File: src/rtl/pipe_hazard_ctrl.sv
// -----------------------------------------------------------------------------
// pipe_hazard_ctrl
//   Central sequencer for the five-stage RV32 pipeline (IF, ID, EX, MEM, WB).
//   Detects load-use hazards between the ID-stage register reads and a load in
//   EX, accepts EX-stage redirects and data-memory wait requests, and drives
//   the pipeline register stall/flush controls. It also produces the EX-stage
//   operand forwarding selects and keeps stall/flush performance counters.
//   Pure control: no datapath passes through this block.
//
// Ports
//   clk, rst_n                 core clock, asynchronous active-low reset
//   id_rs1/2_addr, _used       source registers read by the instruction in ID
//   ex_rs1/2_addr              source registers of the instruction in EX
//   ex_rd_addr, ex_wb_en,
//   ex_is_load, ex_redirect    destination / kind / redirect of EX instruction
//   mem_rd_addr, mem_wb_en     destination of the instruction in MEM
//   wb_rd_addr, wb_wb_en       destination of the instruction in WB
//   mem_busy                   data access pending; freeze the pipeline
//   pc_stall, if_id_stall      hold PC / IF_ID
//   if_id_flush, id_ex_flush   load a NOP into IF_ID / ID_EX
//   freeze                     hold ID_EX, EX_MEM, MEM_WB
//   fwd_a_sel, fwd_b_sel       00 regfile, 01 EX_MEM, 10 MEM_WB
//   state_o                    current sequencer state
//   stall_cnt, flush_cnt       cycles stalled / redirects accepted
// -----------------------------------------------------------------------------
module pipe_hazard_ctrl #(
   parameter int REG_AW           = 5,
   parameter int CNT_W            = 32,
   parameter int REDIRECT_BUBBLES = 1
) (
   input  logic              clk,
   input  logic              rst_n,
   input  logic [REG_AW-1:0] id_rs1_addr,
   input  logic [REG_AW-1:0] id_rs2_addr,
   input  logic              id_rs1_used,
   input  logic              id_rs2_used,
   input  logic [REG_AW-1:0] ex_rs1_addr,
   input  logic [REG_AW-1:0] ex_rs2_addr,
   input  logic [REG_AW-1:0] ex_rd_addr,
   input  logic              ex_wb_en,
   input  logic              ex_is_load,
   input  logic              ex_redirect,
   input  logic [REG_AW-1:0] mem_rd_addr,
   input  logic              mem_wb_en,
   input  logic [REG_AW-1:0] wb_rd_addr,
   input  logic              wb_wb_en,
   input  logic              mem_busy,
   output logic              pc_stall,
   output logic              if_id_stall,
   output logic              if_id_flush,
   output logic              id_ex_flush,
   output logic              freeze,
   output logic [1:0]        fwd_a_sel,
   output logic [1:0]        fwd_b_sel,
   output logic [1:0]        state_o,
   output logic [CNT_W-1:0]  stall_cnt,
   output logic [CNT_W-1:0]  flush_cnt
);

   typedef enum logic [1:0] {
      S_RUN      = 2'd0,
      S_LOAD_USE = 2'd1,
      S_REDIRECT = 2'd2,
      S_MEM_WAIT = 2'd3
   } state_t;

   localparam logic [1:0] BUB_INIT =
      (REDIRECT_BUBBLES > 0) ? 2'(REDIRECT_BUBBLES - 1) : 2'd0;

   state_t           r_state, r_resume;
   logic [1:0]       r_bub_cnt;
   logic [CNT_W-1:0] r_stall_cnt, r_flush_cnt;

   state_t     w_next_state, w_next_resume, w_eff_state;
   logic [1:0] w_next_bub;
   logic       w_hz, w_redirect_acc;
   logic       w_pc_stall, w_if_id_stall, w_if_id_flush, w_id_ex_flush, w_freeze;
   logic [1:0] w_fwd_a, w_fwd_b;

   // Load in EX whose destination is read by the instruction in ID.
   assign w_hz = ex_is_load & ex_wb_en & (ex_rd_addr != '0) &
                 ((id_rs1_used & (id_rs1_addr == ex_rd_addr)) |
                  (id_rs2_used & (id_rs2_addr == ex_rd_addr)));

   // On the cycle MEM_WAIT is released, behave exactly as the interrupted state.
   assign w_eff_state = (r_state == S_MEM_WAIT) ? r_resume : r_state;

   // NOTE: every signal written here gets a default first, so no path through
   // the block leaves a value unassigned and no latch is inferred.
   always_comb begin
      w_next_state   = r_state;
      w_next_resume  = r_resume;
      w_next_bub     = r_bub_cnt;
      w_redirect_acc = 1'b0;
      w_pc_stall     = 1'b0;
      w_if_id_stall  = 1'b0;
      w_if_id_flush  = 1'b0;
      w_id_ex_flush  = 1'b0;
      w_freeze       = 1'b0;

      if (mem_busy) begin
         w_freeze      = 1'b1;
         w_pc_stall    = 1'b1;
         w_if_id_stall = 1'b1;
         w_next_state  = S_MEM_WAIT;
         // Only remember the state we came from, not MEM_WAIT itself.
         if (r_state != S_MEM_WAIT) w_next_resume = r_state;
      end else if (ex_redirect) begin
         w_redirect_acc = 1'b1;
         w_if_id_flush  = 1'b1;
         w_id_ex_flush  = 1'b1;
         if (REDIRECT_BUBBLES > 0) begin
            w_next_state = S_REDIRECT;
            w_next_bub   = BUB_INIT;
         end else begin
            w_next_state = S_RUN;
         end
      end else begin
         case (w_eff_state)
            S_RUN, S_LOAD_USE: begin
               if (w_hz) begin
                  w_pc_stall    = 1'b1;
                  w_if_id_stall = 1'b1;
                  w_id_ex_flush = 1'b1;
                  w_next_state  = S_LOAD_USE;
               end else begin
                  w_next_state  = S_RUN;
               end
            end
            S_REDIRECT: begin
               // Fetches still in flight from the wrong path are squashed,
               // including on the final (counter == 0) cycle.
               w_if_id_flush = 1'b1;
               if (r_bub_cnt == 2'd0) begin
                  w_next_state = S_RUN;
               end else begin
                  w_next_bub   = r_bub_cnt - 2'd1;
                  w_next_state = S_REDIRECT;
               end
            end
            default: w_next_state = S_RUN;
         endcase
      end
   end

   // EX_MEM holds the youngest producer, so it is checked first.
   always_comb begin
      w_fwd_a = 2'b00;
      if (mem_wb_en && mem_rd_addr != '0 && mem_rd_addr == ex_rs1_addr)
         w_fwd_a = 2'b01;
      else if (wb_wb_en && wb_rd_addr != '0 && wb_rd_addr == ex_rs1_addr)
         w_fwd_a = 2'b10;

      w_fwd_b = 2'b00;
      if (mem_wb_en && mem_rd_addr != '0 && mem_rd_addr == ex_rs2_addr)
         w_fwd_b = 2'b01;
      else if (wb_wb_en && wb_rd_addr != '0 && wb_rd_addr == ex_rs2_addr)
         w_fwd_b = 2'b10;
   end

   // NOTE: sequential state uses non-blocking assignments so every register
   // samples the pre-edge values, independent of statement order.
   always_ff @(posedge clk or negedge rst_n) begin
      if (!rst_n) begin
         r_state     <= S_RUN;
         r_resume    <= S_RUN;
         r_bub_cnt   <= 2'd0;
         r_stall_cnt <= '0;
         r_flush_cnt <= '0;
      end else begin
         r_state     <= w_next_state;
         r_resume    <= w_next_resume;
         r_bub_cnt   <= w_next_bub;
         r_stall_cnt <= r_stall_cnt + CNT_W'(w_pc_stall);
         r_flush_cnt <= r_flush_cnt + CNT_W'(w_redirect_acc);
      end
   end

   // Controls are combinational, so they are gated to stay quiet during reset.
   assign pc_stall    = rst_n & w_pc_stall;
   assign if_id_stall = rst_n & w_if_id_stall;
   assign if_id_flush = rst_n & w_if_id_flush;
   assign id_ex_flush = rst_n & w_id_ex_flush;
   assign freeze      = rst_n & w_freeze;
   assign fwd_a_sel   = rst_n ? w_fwd_a : 2'b00;
   assign fwd_b_sel   = rst_n ? w_fwd_b : 2'b00;
   assign state_o     = r_state;
   assign stall_cnt   = r_stall_cnt;
   assign flush_cnt   = r_flush_cnt;

endmodule
File: config.mk
export PLATFORM = sky130hd
export DESIGN_NAME = pipe_hazard_ctrl
export DESIGN_NICKNAME = d
export VERILOG_FILES = /design/src/rtl/pipe_hazard_ctrl.sv
export SDC_FILE = /design/constraint.sdc
export NUM_CORES = 1
export LEC_CHECK = 0
export ABC_AREA = 1
export BUFFER_PORTS_ARGS = -buffer_cell sky130_fd_sc_hd__buf_2
export CORE_MARGIN = 5
export CORE_UTILIZATION = 52
export DETAILED_ROUTE_END_ITERATION = 7
export HOLD_SLACK_MARGIN = 0.12
export PLACE_DENSITY_LB_ADDON = 0.3
export SLEW_MARGIN = 0
export SYNTH_ARGS = -nofsm -noshare
export SYNTH_HDL_FRONTEND = slang
export SYNTH_SLANG_ARGS = --single-unit
File: constraint.sdc
create_clock -name clk -period 2.9 [get_ports clk]
set_input_delay 0.435 -clock clk [delete_from_list [all_inputs] [get_ports clk]]
set_output_delay 0.435 -clock clk [all_outputs]
set_load 0.01 [all_outputs]
==> results of run 1 <==
==> flip-flops by register name, summed over array words and instances, names as in the netlist <==
signal / flops
stall_cnt: 32
r_bub_cnt: 2
flush_cnt: 32
state_o: 2
r_resume: 2
==> cell usage in the layout (no fill, tap or decap), types with 4 or more instances in the layout <==
cell | Yosys | routed
dfrtp_1 | 70 | 70
o21ai_0 | 6 | 6
xnor2_1 | 28 | 28
inv_2 | 4 | 4
buf_2 | 0 | 119
inv_1 | 56 | 56
nor2_2 | 6 | 6
nor3_2 | 11 | 11
nand3_1 | 18 | 18
clkbuf_8 | 0 | 11
xor2_1 | 44 | 44
ha_1 | 5 | 5
nand3_2 | 10 | 10
nand4_1 | 11 | 11
nor2_1 | 58 | 58
a21oi_1 | 6 | 6
nand2_1 | 126 | 126
nor3_1 | 19 | 19
==> power by group <==
group,switching [uW],internal (uW)
registers,116,1090
clock network,321,352
logic,267,199
total,704,1640
==> cell type report <==
| type | count | share of cell area |
|---|---|---|
| multi-input cells | 369 | 0.424 |
| well taps | 102 | 0.0255 |
| flip-flops and latches | 70 | 0.350 |
| repair buffers | 121 | 0.122 |
| clock buffers | 14 | 0.0325 |
| inverters | 60 | 0.0449 |
| clock inverters | 1 | 0.000999 |
==> critical path, cell delays in order <==
cell	delay, ns
dlygate4sd3_1	0.52
buf_2	0.34
o21ai_0	0.15
a21oi_1	0.16
nand3_1	0.10
nor2_1	0.11
buf_2	0.14
==> logic make-up after synthesis <==
| kind of cell | share of synthesized area |
|---|---|
| adders and majority gates | 0.0152 |
| DFF | 0.426 |
| and+or+nand+nor | 0.325 |
| buffers and inverters | 0.0566 |
| xor gates and xnor gates | 0.153 |
| AOI/OAI and AO/OA | 0.0240 |
==> what timing repair did <==
action | 4_1_cts | 5_1_grt
buffers inserted | 0 | 0
hold buffers | 1 | 0
resized for setup | 0 | 0
hold endpoints to repair | 12 | 0
==> final timing paths <==
path                            endpoint  slack [ns]  cells past startpoint
setup / recovery            fwd_a_sel[1]        0.50                      7
hold / removal                state_o[1]        0.33                      3
setup reg to reg           stall_cnt[22]        0.52                     13
hold reg to reg            stall_cnt[31]        0.47                      1
max in group asynchronous  stall_cnt[22]        1.32                      3
min in group asynchronous  stall_cnt[31]        0.55                      2
==> stage by stage <==
stage	cell area, um2	cells
after floorplan	4110	500
after global placement	4830	721
after detailed placement	4830	721
after CTS	5010	737
after global routing	5010	737
final	5010	737
==> routing by layer <==
layer | GRT usage | part of all wire | vias to the layer above
li1 | - | - | 1833
met1 | 0.251 | 0.41 | 1729
met2 | 0.351 | 0.51 | 122
met3 | 0.0602 | 0.060 | 21
met4 | 0.0683 | 0.024 | 0
met5 | 0 | 0 | -
==> results.sh, run 1 <==
export IMPL_fin_crit_sh=0.828
export IMPL_synth_top_cell_area_share=0.426
export IMPL_min_period_ns=2.40
export IMPL_gp_congestion=0.947
export IMPL_area_growth_pct=21.9
export IMPL_drc_errors=0
export IMPL_start_util=0.532
export IMPL_grt_pass1_vias=3711
export IMPL_regArea_um2=1750
export IMPL_hold_class="input pin to flip-flop"
export IMPL_layout_setup_ws_ns=0.499
export IMPL_ys_types=29
export IMPL_final_hold_viol_count=0
export IMPL_yosysMostFrequentCell="nand2_1"
export IMPL_setup_viol=0
export IMPL_wl_per_cell_um=13.4
export IMPL_synth_enable_flop_cells=0
export IMPL_worstSetupPathType="input pin to primary output"
export IMPL_grt_antenna_before_repair=0
export IMPL_clock_latency_ns=0.34
export IMPL_drtPass1Iterations=4
export IMPL_drtIter0Drc=98
export IMPL_synth_main_ff_cell="dfrtp_1"
export IMPL_status="completed"
export IMPL_seq_area_frac_synth=0.426
export IMPL_cts_buffer_depth=2
export IMPL_numCtsBuffers=9
export IMPL_min_from="ex_redirect"
export IMPL_grt_overflow=0
export IMPL_cp_required_ns=2.47
export IMPL_rsz0062_at_grt="false"
export IMPL_clock_sinks=70
export IMPL_synth_top_area_cell="dfrtp_1"
export IMPL_worstReg2RegStart="state_o[0]"
export IMPL_totalWireLength_mm=9.88
export IMPL_num_antenna_cells=0
export IMPL_clk_pin_slew_ns=0.06
export IMPL_dr_total_vias=3705
export IMPL_ant_nets=0
export IMPL_fin_hold_ws_ns=0.333
export IMPL_power_leakage_uw=0.00254
export IMPL_syn_inst=500
export IMPL_setup_worst_path_start_class="input pin"
export IMPL_dieArea_um2=9780
export IMPL_crit_path_start="rst_n"
export IMPL_nets=681
export IMPL_crit_path_end_kind="primary output"
export IMPL_netlist_top_cells_count="nand2_1 (126), dfrtp_1 (70), nor2_1 (58)"
export IMPL_tightestPinTransition_ns=0.702
export IMPL_h_tree_depth=3
export IMPL_setup_tns_final_ns=0
export IMPL_yosys_warnings=0
export IMPL_slew_headroom=0.532
export IMPL_num_rows=32
export IMPL_cp_max_fo=18
export IMPL_clockRootBuffer="clkbuf_8"
export IMPL_fillers=684
export IMPL_ios=120
export IMPL_core_um2=7730
export IMPL_hpwl_mm=8.07
export IMPL_grt_pass1_wl_mm=16.6
export IMPL_drive_gt1_frac=0.272
export IMPL_cellPowerDensity_nw_per_um2=467
export IMPL_irDropWorstVdd_mv=0.349
export IMPL_post_route_util=0.648
export IMPL_slew_violations=0
export IMPL_drv_cap=0
export IMPL_max_freq_mhz=417
export IMPL_finClkSkew_ns=0.00867
export IMPL_grtUsageTotal=0.207
export IMPL_synth_area_leaders="dfrtp_1 (43%), nand2_1 (12%), xor2_1 (9.4%)"
export IMPL_async_flop_share=1.00
export IMPL_crit_arrival_ns=1.97
export IMPL_synth_seq_cells=70
export IMPL_multi_input_area_um2=2130
export IMPL_synth_area_um2=4110
export IMPL_cts_tree="done"
export IMPL_grt_max_degree=59
export IMPL_syn_nets=550
export IMPL_die_w_um=98.9
export IMPL_pre_cts_slack_ns=0.346
export IMPL_die_h_um=98.9
export IMPL_avgSynthCellArea_um2=8.22
export IMPL_routed_via_density=5.03
export IMPL_total_power_uw=2340
export IMPL_port_buffers=119
Note: power is estimated with default switching activity, not from simulation.
==> run 2: changes to the inputs <==
ABC_AREA = 0   (was 1)
CORE_UTILIZATION = 51   (was 52)
clock period = 2.3 ns   (was 2.9 ns; I/O delays follow)
==> run 2 against run 1 <==
  * Global-route usage fell by 0.81 points
  * Clock-buffer cell count fell by 5
  * Non-clock buffer count rose by 12
  * Synthesized cell count fell by 33%
  * Die area fell by 8.2%
  * Sequential share of layout area rose by 1.6 points
  * Power rose by 44%
  * Worst setup slack got worse by 0.48 ns
  * Routed wire length fell by 11%
  * Clock skew fell by 0.0023 ns
  * Critical path type is now input pin to flip-flop
==> results.sh, run 2 <==
export IMPL_fin_crit_sh=0.991
export IMPL_totalWireLength_mm=8.81
export IMPL_p_switching_uw=985
export IMPL_fillers=580
export IMPL_cp_max_fo=8
export IMPL_synth_top_cell_area_share=0.478
export IMPL_netlist_top_cells_count="dfrtp_1 (70), xnor2_1 (47), xor2_1 (43)"
export IMPL_cts_buffer_depth=2
export IMPL_clockRootBuffer="clkbuf_8"
export IMPL_avgSynthCellArea_um2=10.9
export IMPL_routed_via_density=5.26
export IMPL_core_um2=6910
export IMPL_nets=524
export IMPL_clock_sinks=70
export IMPL_yosysMostFrequentCell="dfrtp_1"
export IMPL_status="completed"
export IMPL_gp_congestion=0.808
export IMPL_num_rows=30
export IMPL_synth_enable_flop_cells=0
export IMPL_port_buffers=119
export IMPL_mostFrequentLayoutCells="buf_2 (119), dfrtp_1 (70), xnor2_1 (47), xor2_1 (43), nand2_1 (23)"
export IMPL_crit_path_end_kind="flip-flop"
export IMPL_finClkSkew_ns=0.00636
export IMPL_syn_inst=336
export IMPL_clk_pin_slew_ns=0.08
export IMPL_combPwrFrac=0.183
export IMPL_cts_hold_fix_buffers=0
export IMPL_irDropWorstVdd_mv=0.658
export IMPL_hpwl_mm=6.45
export IMPL_placed_area_um2=4440
export IMPL_setup_viol=0
export IMPL_dieArea_um2=8980
export IMPL_sequentialPowerShare=0.456
export IMPL_slew_headroom=0.693
export IMPL_grtUsageTotal=0.198
export IMPL_ios=120
export IMPL_worstSetupPathType="input pin to flip-flop"
export IMPL_stdcell_area_um2=4790
export IMPL_reg2reg_slack_ns=0.04
export IMPL_final_hold_viol_count=0
export IMPL_rsz0062_at_grt="true"
export IMPL_intPower_uw=2380
export IMPL_clock_latency_ns=0.34
export IMPL_yosys_warnings=0
export IMPL_die_w_um=94.8
export IMPL_synth_main_ff_cell="dfrtp_1"
export IMPL_grt_pass1_vias=3029
export IMPL_drtPass1Iterations=4
export IMPL_tightestPinTransition_ns=0.458
export IMPL_dr_total_vias=3023
export IMPL_synth_area_leaders="dfrtp_1 (48%), xnor2_1 (11%), xor2_1 (10%)"
export IMPL_grt_max_degree=74
export IMPL_post_route_util=0.693
export IMPL_seq_area_frac_synth=0.478
export IMPL_drc_errors=0
export IMPL_drive_gt1_frac=0.363
export IMPL_cellPowerDensity_nw_per_um2=704
export IMPL_hold_class="input pin to asynchronous set/reset pin"
export IMPL_grt_overflow=0
export IMPL_syn_nets=386
export IMPL_ant_nets=0
export IMPL_layout_commonest_cell="buf_2"
export IMPL_synth_top_area_cell="dfrtp_1"
export IMPL_slew_violations=0
export IMPL_min_period_ns=2.28
export IMPL_cts_tree="done"
export IMPL_drtIter0Drc=102
export IMPL_crit_arrival_ns=2.55
export IMPL_grt_antenna_before_repair=0
export IMPL_total_power_uw=3370
export IMPL_grt_pass1_wl_mm=14.1
export IMPL_dpl_cell_count=555
export IMPL_drv_cap=0
export IMPL_power_leakage_uw=0.00245
export IMPL_die_h_um=94.8
export IMPL_synth_area_um2=3660
export IMPL_switching_share=0.293
export IMPL_ys_types=44
export IMPL_wl_per_cell_um=15.3
export IMPL_synth_seq_cells=70
export IMPL_h_tree_depth=3
export IMPL_fin_hold_ws_ns=0.121
export IMPL_cp_required_ns=2.57
export IMPL_async_flop_share=1.00
export IMPL_start_util=0.530
export IMPL_area_growth_pct=30.6
export IMPL_max_freq_mhz=439
export IMPL_setup_worst_path_start_class="input pin"
export IMPL_numCtsBuffers=9
export IMPL_final_cells=575
export IMPL_num_antenna_cells=0
export IMPL_clkPwrFrac=0.361
-- run 2: path summary, 6_finish.rpt --
kind                               start             to  cells after the start
setup reg to reg             r_resume[1]  stall_cnt[23]                      8
min in group clk                mem_busy     state_o[1]                      2
max in group asynchronous          rst_n  stall_cnt[22]                      2
hold / removal                     rst_n   flush_cnt[1]                      2
hold reg to reg            stall_cnt[31]  stall_cnt[31]                      1
setup / recovery           ex_rd_addr[2]  stall_cnt[23]                     10
-- run 2: timing repair --
| action | 4_1_cts | 5_1_grt |
|---|---|---|
| endpoints found under the setup margin | 3 | 23 |
| buffers inserted | 0 | 4 |
| pin swaps | 0 | 4 |
| gates resized for setup | 1 | 12 |
-- run 2: cell type report --
cell class,instances,area [um2],area share
sequential,70,1750,0.366
inverter,12,45.0,0.00941
clock buffer,9,124,0.0259
multi-input combinational,248,1910,0.399
timing repair buffer,133,713,0.149
clock inverter,7,121,0.0254
tap,96,120,0.0251
-- run 2: cell families (layout without fill, tap and decap cells) --
group / Yosys count / in the layout / synth area share
AO/OA/AOI/OAI: 13 / 13 / 0.0253
XOR/XNOR: 90 / 90 / 0.215
adder cells (fa/ha/maj): 5 / 5 / 0.0171
buffers and inverters: 18 / 161 / 0.0205
flip-flops: 70 / 70 / 0.478
multiplexers: 2 / 2 / 0.00615
AND/OR/NAND/NOR: 138 / 138 / 0.238
-- run 2: stage by stage --
step | TNS [ns] | setup WS (ns)
final | 0 | 0.0215
after global routing | -0.366 | -0.107
after CTS | -0.0660 | -0.0319
after detailed placement | -7.62 | -0.399
after global placement | -5.04 | -0.264
after floorplan | 0 | 0.0346
-- run 2: critical path: stages --
cell and delay [ns]:
buf_2 0.12, xor2_1 0.15, nor4_1 0.33, a32oi_1 0.14, o31ai_2 0.28, ha_2 0.26
and2_1 0.20, nand4_4 0.19, nor4b_2 0.37, xor2_1 0.16
-- run 2: power groups by stage --
stage          Clock [uW]  Sequential (uW)  Combinational (uW)
2_1_floorplan           0             1580                 266
3_3_place_gp            0             1540                 591
3_5_place_dp            0             1550                 602
4_1_cts              1250             1530                 608
5_1_grt              1310             1560                 701
6_report             1220             1540                 615
-- run 2: routing by layer --
layer	share of wire	up-vias	track usage
met3	0.055	13	0.0454
met5	0	-	0
met1	0.43	1470	0.248
met2	0.49	85	0.333
met4	0.019	0	0.0769
li1	-	1455	-
==> run 3: changes to the inputs <==
CORE_UTILIZATION = 53   (was 51)
CTS_BUF_LIST = sky130_fd_sc_hd__clkbuf_2 sky130_fd_sc_hd__clkbuf_4 sky130_fd_sc_hd__clkbuf_8   (was unset)
==> run 3 against run 2 <==
  * Global-route usage up 0.68 points
  * Worst hold slack better by 0.17 ns
  * Combinational power about the same
  * Cell count fell by 2.8%
  * Utilization increased by 0.95 points
  * Clock-buffer cell count stayed put
  * Clock power hardly changed
  * Non-clock buffer count is the same
  * Routed wire length shrank 1.9%
  * Worst setup slack better by 0.085 ns
  * Power fell by 0.27%
  * First-iteration DRC count is 22% lower
  * Critical path type unchanged
  * Largest cell class unchanged
==> results.sh, run 3 (synthesized netlist as in run 2, its figures left out) <==
export IMPL_mostFrequentLayoutCells="buf_2 (119), dfrtp_1 (70), xnor2_1 (47), xor2_1 (43), nand2_1 (23)"
export IMPL_start_util=0.542
export IMPL_ant_nets=0
export IMPL_setup_worst_path_start_class="input pin"
export IMPL_grt_pass1_wl_mm=14.5
export IMPL_ios=120
export IMPL_num_rows=30
export IMPL_worstReg2RegStart="r_resume[1]"
export IMPL_grt_overflow=0
export IMPL_clockRootBuffer="clkbuf_8"
export IMPL_post_cts_setup_buffers=0
export IMPL_crit_chain="buf_2, buf_4, or4_1, o2111ai_1, o31ai_2, ha_2, ha_2, and2_0, buf_4, nand3_1, xnor2_1"
export IMPL_crit_path_top_delay_cell="or4_1"
export IMPL_reg2reg_slack_ns=0.16
export IMPL_clk_pin_slew_ns=0.07
export IMPL_totalWireLength_mm=8.64
export IMPL_gp_congestion=0.874
export IMPL_setup_viol=0
export IMPL_r2r_cells=9
export IMPL_power_leakage_uw=0.00247
export IMPL_finClkSkew_ns=0.0111
export IMPL_tightestPinTransition_ns=0.768
export IMPL_area_growth_pct=29.5
export IMPL_slew_headroom=0.488
export IMPL_crit_path_end_kind="flip-flop"
export IMPL_routed_via_density=5.41
export IMPL_min_path_cells=2
export IMPL_irDropWorstVdd_mv=0.685
export IMPL_die_w_um=93.1
export IMPL_drtIter0Drc=80
export IMPL_cellPowerDensity_nw_per_um2=708
export IMPL_h_tree_depth=3
export IMPL_cp_depth=11
export IMPL_hold_path_endpoint="state_o[1]"
export IMPL_layout_setup_ws_ns=0.106
export IMPL_die_h_um=93.1
export IMPL_final_hold_viol_count=0
export IMPL_cts_buffer_depth=2
export IMPL_slew_violations=0
export IMPL_drc_errors=0
export IMPL_fin_crit_sh=0.954
export IMPL_fin_hold_ws_ns=0.290
export IMPL_grt_max_degree=61
export IMPL_numCtsBuffers=9
export IMPL_clock_latency_ns=0.33
export IMPL_critPathMaxStageDelay_ns=0.48
export IMPL_pre_cts_slack_ns=-0.373
export IMPL_drtPass1Iterations=4
export IMPL_dr_total_vias=3024
export IMPL_core_um2=6760
export IMPL_layout_commonest_cell="buf_2"
export IMPL_hpwl_mm=6.42
export IMPL_cp_required_ns=2.55
export IMPL_crit_family="simple AND/OR/NAND/NOR gates"
export IMPL_grtUsageTotal=0.205
export IMPL_dieArea_um2=8680
export IMPL_max_freq_mhz=456
export IMPL_post_route_util=0.702
export IMPL_drive_gt1_frac=0.363
export IMPL_port_buffers=119
export IMPL_worstSetupPathType="input pin to flip-flop"
export IMPL_cp_max_fo=6
export IMPL_nets=524
export IMPL_num_antenna_cells=0
export IMPL_fillers=514
export IMPL_cts_tree="done"
export IMPL_critical_path_buf_inv_count=3
export IMPL_placed_area_um2=4430
export IMPL_grt_pass1_vias=3147
export IMPL_crit_arrival_ns=2.44
export IMPL_clock_sinks=70
export IMPL_drv_cap=0
export IMPL_stdcell_area_um2=4750
export IMPL_wl_per_cell_um=15.4
export IMPL_status="completed"
export IMPL_r2r_end="stall_cnt[10]"
export IMPL_min_from="mem_busy"
export IMPL_min_period_ns=2.19
export IMPL_hold_class="input pin to flip-flop"
export IMPL_grt_antenna_before_repair=0
[run 3: power breakdown]
part	switching, uW	leakage, uW	internal (uW)	total [uW]
clock	480	0.000120	724	1200
combinational	323	0.00143	293	616
sequential	170	0.000917	1370	1540
total	973	0.00247	2390	3360
[run 3: routing by layer]
layer	vias to the layer above	routed length [um]	global-route usage
met2	104	4210	0.345
met3	8	587	0.0483
met5	-	0	0
li1	1454	-	-
met4	0	69	0.0537
met1	1458	3770	0.267
[run 3: final cells by class]
class / instances / area, um2 / share of cell area
well taps: 80 / 100 / 0.0211
clock buffers: 9 / 124 / 0.0261
repair buffers: 133 / 703 / 0.148
multi-input cells: 248 / 1900 / 0.401
flip-flops and latches: 70 / 1750 / 0.369
inverters: 12 / 45.0 / 0.00949
clock inverters: 7 / 120 / 0.0253
[run 3: what timing repair did]
action                                 4_1_cts  5_1_grt
setup endpoints to repair                    1       25
pin swaps                                    3        4
gates resized for setup                      3       10
hold buffers                                 1        0
endpoints found under the hold margin       10        0
gates cloned                                 0        0
[run 3: worst max path at each step]
stage / from / to / slack (ns)
6_report: ex_rd_addr[3] / stall_cnt[10] / 0.11
5_1_grt: ex_rd_addr[3] / stall_cnt[13] / -0.004
4_1_cts: r_resume[1] / stall_cnt[23] / 0.01
3_5_place_dp: ex_rd_addr[3] / stall_cnt[21] / -0.37
3_3_place_gp: ex_rd_addr[3] / stall_cnt[23] / -0.27
2_1_floorplan: ex_rd_addr[1] / stall_cnt[16] / 0.03
[run 3: through the flow]
stage	total power, uW	instances	setup TNS, ns
3_3_place_gp	2130	542	-4.71
5_1_grt	3530	559	-0.00388
3_5_place_dp	2160	542	-6.26
2_1_floorplan	1840	336	0
6_report	3360	559	0
4_1_cts	3380	559	0
